==> config.mk <==
export PLATFORM = sky130hd
export DESIGN_NAME = vedic_mul32_seq
export DESIGN_NICKNAME = d
export VERILOG_FILES = /design/src/rtl/vedic_mul32_seq.sv
export SDC_FILE = /design/constraint.sdc
export NUM_CORES = 1
export LEC_CHECK = 0
export CAP_MARGIN = 20
export CELL_PAD_IN_SITES_DETAIL_PLACEMENT = 1
export CELL_PAD_IN_SITES_GLOBAL_PLACEMENT = 2
export CORE_MARGIN = 5
export CORE_UTILIZATION = 40
export DETAILED_ROUTE_END_ITERATION = 10
export PLACE_DENSITY_LB_ADDON = 0.12
export SLEW_MARGIN = 20
export SYNTH_ARGS = -nofsm -noshare
export SYNTH_HDL_FRONTEND = slang
export SYNTH_SLANG_ARGS = --single-unit
==> constraint.sdc <==
create_clock -name clk -period 24.6 [get_ports clk]
set_input_delay 4.92 -clock clk [delete_from_list [all_inputs] [get_ports clk]]
set_output_delay 4.92 -clock clk [all_outputs]
set_load 0.05 [all_outputs]
==> src/rtl/vedic_mul32_seq.sv <==
// rtl/vedic_mul32_seq.sv - multi-cycle 32x32 multiplier sequencing four half-products through one vedic_16bit core
// Optional build macro: VEDIC_SEQ_SIGNED_EN (two's complement operands via sign-magnitude)

module vedic_core #(
    parameter int W = 16
) (
    input  logic [W-1:0]   x,
    input  logic [W-1:0]   y,
    output logic [2*W-1:0] z
);
    generate
        if (W == 2) begin : g_base
            // Urdhva-tiryagbhyam on 2 bits: vertical, crosswise, vertical
            logic c1;
            assign c1   = (x[1] & y[0]) & (x[0] & y[1]);
            assign z[0] = x[0] & y[0];
            assign z[1] = (x[1] & y[0]) ^ (x[0] & y[1]);
            assign z[2] = (x[1] & y[1]) ^ c1;
            assign z[3] = (x[1] & y[1]) & c1;
        end else begin : g_rec
            localparam int H = W / 2;
            logic [W-1:0] ll;
            logic [W-1:0] lh;
            logic [W-1:0] hl;
            logic [W-1:0] hh;

            vedic_core #(.W(H)) u_ll (.x(x[H-1:0]), .y(y[H-1:0]), .z(ll));
            vedic_core #(.W(H)) u_lh (.x(x[H-1:0]), .y(y[W-1:H]), .z(lh));
            vedic_core #(.W(H)) u_hl (.x(x[W-1:H]), .y(y[H-1:0]), .z(hl));
            vedic_core #(.W(H)) u_hh (.x(x[W-1:H]), .y(y[W-1:H]), .z(hh));

            assign z = {hh, ll}
                     + {{H{1'b0}}, lh, {H{1'b0}}}
                     + {{H{1'b0}}, hl, {H{1'b0}}};
        end
    endgenerate
endmodule

module vedic_16bit (
    input  logic [15:0] x,
    input  logic [15:0] y,
    output logic [31:0] z
);
    vedic_core #(.W(16)) u_core (.x(x), .y(y), .z(z));
endmodule

module vedic_mul32_seq #(
    parameter int ACC_W = 64,
    parameter int STEPS = 4
) (
    input  logic             clk,
    input  logic             rst,
    input  logic             in_valid,
    output logic             in_ready,
    input  logic [31:0]      a,
    input  logic [31:0]      b,
    output logic             out_valid,
    input  logic             out_ready,
    output logic [ACC_W-1:0] p,
    output logic             busy
);
    typedef enum logic [1:0] {
        IDLE = 2'd0,
        MUL  = 2'd1,
        DONE = 2'd2
    } state_t;

    localparam logic [1:0] LAST_STEP = 2'(STEPS - 1);

    state_t           state;
    logic [1:0]       step;
    logic [31:0]      a_r;
    logic [31:0]      b_r;
    logic [ACC_W-1:0] acc;
    logic [15:0]      core_x;
    logic [15:0]      core_y;
    logic [31:0]      core_z;
    logic [ACC_W-1:0] term;
    logic [ACC_W-1:0] sum;
    logic [ACC_W-1:0] result;
    logic [31:0]      a_mag;
    logic [31:0]      b_mag;

`ifdef VEDIC_SEQ_SIGNED_EN
    logic sign_r;
    // -(-2^31) wraps back to 0x8000_0000, which is the correct unsigned magnitude
    assign a_mag  = a[31] ? (~a + 32'd1) : a;
    assign b_mag  = b[31] ? (~b + 32'd1) : b;
    assign result = sign_r ? (~sum + {{(ACC_W-1){1'b0}}, 1'b1}) : sum;
`else
    assign a_mag  = a;
    assign b_mag  = b;
    assign result = sum;
`endif

    assign in_ready = (state == IDLE);
    assign busy     = (state != IDLE);

    always_comb begin
        core_x = a_r[15:0];
        core_y = b_r[15:0];
        term   = {{(ACC_W-32){1'b0}}, core_z};
        case (step)
            2'd0: begin
                core_x = a_r[15:0];
                core_y = b_r[15:0];
                term   = {{(ACC_W-32){1'b0}}, core_z};
            end
            2'd1: begin
                core_x = a_r[15:0];
                core_y = b_r[31:16];
                term   = {{(ACC_W-48){1'b0}}, core_z, 16'd0};
            end
            2'd2: begin
                core_x = a_r[31:16];
                core_y = b_r[15:0];
                term   = {{(ACC_W-48){1'b0}}, core_z, 16'd0};
            end
            default: begin
                core_x = a_r[31:16];
                core_y = b_r[31:16];
                term   = {core_z, 32'd0};
            end
        endcase
    end

    vedic_16bit u_core (.x(core_x), .y(core_y), .z(core_z));

    assign sum = acc + term;

    always_ff @(posedge clk) begin
        if (rst) begin
            state     <= IDLE;
            step      <= 2'd0;
            a_r       <= 32'd0;
            b_r       <= 32'd0;
            acc       <= '0;
            p         <= '0;
            out_valid <= 1'b0;
`ifdef VEDIC_SEQ_SIGNED_EN
            sign_r    <= 1'b0;
`endif
        end else begin
            case (state)
                IDLE: begin
                    if (in_valid) begin
                        a_r   <= a_mag;
                        b_r   <= b_mag;
`ifdef VEDIC_SEQ_SIGNED_EN
                        sign_r <= a[31] ^ b[31];
`endif
                        acc   <= '0;
                        step  <= 2'd0;
                        state <= MUL;
                    end
                end
                MUL: begin
                    acc  <= sum;
                    step <= step + 2'd1;
                    if (step == LAST_STEP) begin
                        p         <= result;
                        out_valid <= 1'b1;
                        state     <= DONE;
                    end
                end
                DONE: begin
                    if (out_ready) begin
                        out_valid <= 1'b0;
                        state     <= IDLE;
                    end
                end
                default: state <= IDLE;
            endcase
        end
    end
endmodule

==> metrics.md <==
| Metric | Value |
|---|---|
| Status | `finished, final reports clean` |
| Top fanout value on the critical path | `24` |
| Critical Path RT | `24.98 ns` |
| Slew headroom | `25.3%` |
| Fin worst setup slack | `12.39 ns` |
| Die ar. | `58300 µm²` |
| CP max stage delay | `0.72 ns` |
| Number of CTS-inserted buffers | `17` |
| GRT Util Overall | `25.2%` |
| DRC errors left | `0` |
| #FFs+latches synth | `just under 200` |
| Post-route minimum period | `12.21 ns` |
| Area of placed instances | `23500 µm²` |
| CTS sink count | `197` |
| Critical path type | `flip-flop to flip-flop` |
| WHS | `0.457 ns` |
| Largest cells by area after synthesis | `dfxtp_1 (18%), ha_1 (18%), fa_1 (13%), nand2_1 (7.0%), a21oi_1 (6.7%)` |
| GP Congestion | `0.902` |
| Pins over their slew limit | `0` |
| Pre-CTS setup slack | `12.49 ns` |
| Number of enable flip-flop cells after synthesis | `0` |
| Layout cell share with drive strength beyond 1 | `just over 4%` |
| Ys async rst share | `0%` |
| First DRT Iteration DRCs | `921` |
| Mapped cell area | `21400 µm²` |
| # diodes | `0` |
| Unrepaired setup endpoints after global routing | `no` |
| Vias in the first global route | `20275` |
| CTS clk-pin slew, worst paths | `~0.08 ns` |
| Starting density of the core | `between 40% and 50%` |
| Mapped Cells | `2754` |
| Final instance area | `24100 µm²` |
| Initial antenna violation count | `0` |
| Worst Hold Class | `flip-flop to flip-flop` |
| Fill cells | `~6500` |
| Largest net degree at the start of global routing | `93` |
| Synthesis-to-finish area growth | `12.5%` |
| Register area share after synthesis | `18.4%` |
| Clock Tree Buf Depth | `2` |
| Floorplan row count | `84` |
| DR pass1 iterations | `7` |
| CP endpoint kind | `flip-flop` |
| Clk Tree Root Cell | `clkbuf_16` |
| Pwr Total | `roughly 910 µW` |
| Max Fclk | `81.9 MHz` |
| Final setup viols | `0` |
| Endpoints failing hold | `0` |
| TritonCTS clock tree | `done` |
| Slew @ Worst Pin | `1.10 ns` |
| Routed len/inst | `20.7 µm` |
| Core footprint | `52800 µm²` |
| Dpl hpwl | `about 58 mm` |
| Share of the synthesized area in the top cell type | `18.4%` |
| Clk Latency, worst-skew pair | `about 0.50 ns` |
| H-tree Lvls | `4` |
| Max Cap Viol | `0` |
| Setup TNS | `0 ns` |
| CP dominant cell by count | `ha_1` |
| Mean post-synth cell area | `7.77 µm²` |
| Post-CTS Resized | `0` |
| Worst setup SP type | `flip-flop` |
| PD cells | `37.8 nW/µm²` |
| Leakage | `around 12 nW` |
| Setup Skew | `0.0203 ns` |
| Grt ovf | `0` |
| Routed Antenna Nets | `0` |
| Max VDD drop | `0.0494 mV` |
| Synth unique cells | `71` |
| Port bufs | `134` |
| Critical path arrival | `12.59 ns` |
| Via count | `19082` |
| Multi-input logic area | `15800 µm²` |
| Commonest register cell after synthesis | `dfxtp_1` |
| Routed WL | `73.0 mm` |
| Register area | `3940 µm²` |
| Die Span Y | `241 µm` |
| # Post-CTS Setup Buffers | `0` |
| Crit-path slowest cell | `mux2i_1` |
| Period utilization | `49.6%` |
| Mapped Nets | `3263` |
| Via density | `5.42` |
| Fin nets | `3331` |
| Die Width | `241 µm` |
| CTS Hold Bufs | `0` |
| Cell taking the most area after synthesis | `dfxtp_1` |
| First-pass GRT wire length | `115 mm` |
| IO Pins | `135` |
| Yosys Warn Count | `0` |
[cell families after synthesis]
group	after synthesis	synth area share [%]
AO/OA/AOI/OAI	590	17.2
XOR/XNOR	167	6.83
adder cells (fa/ha/maj)	441	30.5
buffers and inverters	466	8.27
flip-flops	197	18.4
multiplexers	50	2.43
AND/OR/NAND/NOR	843	16.4
[stage by stage]
step	cells	util, %
floorplan	2754	-
global placement	3491	44.5
detailed placement	3491	44.5
CTS	3523	45.6
global route	3523	45.6
finish	3523	45.6
[placed cells by master (no fill, tap or decap), types with 12 or more instances in the layout]
cell and count:
buf_4 38, o21ai_0 55, a22o_1 30, and2_1 21, a21o_1 79, nor2b_1 12
nand3_1 61, o22ai_1 16, ha_1 307, fa_1 134, xor2_1 57, clkbuf_16 17
xnor2_1 110, mux2i_1 31, nor3_1 16, nand2_1 400, o21ai_1 16, inv_1 343
clkdlybuf4s50_1 133, a21oi_1 285, a31oi_1 17, dfxtp_1 197, nand4_1 18, nor2_1 274
mux2_2 16, o21bai_1 19
[report_power, final]
part	switching [mW]	total (mW)	internal, mW
Combinational	0.183	0.271	0.0884
Sequential	0.00776	0.337	0.329
Clock	0.156	0.304	0.148
Total	0.347	0.911	0.565
[cells in the mapped netlist (55+ instances only)]
master and instances:
a21o_1 79, a21oi_1 285, clkbuf_1 100, dfxtp_1 197, fa_1 134, ha_1 307
inv_1 343, nand2_1 402, nand3_1 61, nor2_1 278, o21ai_0 55, xnor2_1 110
xor2_1 57
[area by class of cell]
type | instances | area share (%)
repair buffers | 172 | 6.76
multi-input cells | 2091 | 65.4
inverters | 343 | 5.35
clock buffers | 19 | 1.84
well taps | 688 | 3.57
flip-flops and latches | 197 | 16.4
clock inverters | 13 | 0.665
[state kept, by name, summed over array words and instances (netlist names)]
signal / cells
acc: 64
p: 64
a_r: 32
b_r: 32
state: 2
step: 2
out_valid: 1
[critical path: cells and delay by family, from the launching register on]
family,cells,cell delay (ns)
AND/OR/NAND/NOR,11,1.72
AO/OA/AOI/OAI,18,4.11
buffers and inverters,5,0.64
multiplexers,1,0.72
adder cells (fa/ha/maj),10,3.78
XOR/XNOR,3,0.74
flip-flops,1,0.40
[routing by layer]
| metal | vias to the layer above | track usage [%] | share of wire, % |
|---|---|---|---|
| met4 | 0 | 6.41 | 2.2 |
| li1 | 9249 | - | - |
| met3 | 79 | 2.78 | 2.6 |
| met2 | 267 | 43.4 | 48 |
| met1 | 9487 | 33.9 | 47 |
| met5 | - | 0 | 0 |
[path summary, 6_finish.rpt]
check                                     startpoint                  to  slack (ns)  depth (start not counted)
worst min-delay path               p[3]$_SDFFE_PP0P_   p[3]$_SDFFE_PP0P_        0.46                          2
worst max register to register  step[0]$_SDFFE_PP0P_  p[49]$_SDFFE_PP0P_       12.39                         48
worst min register to register     p[3]$_SDFFE_PP0P_   p[3]$_SDFFE_PP0P_        0.46                          2
worst max-delay path            step[0]$_SDFFE_PP0P_  p[49]$_SDFFE_PP0P_       12.39                         48
Power figures use the tool's default switching activity.
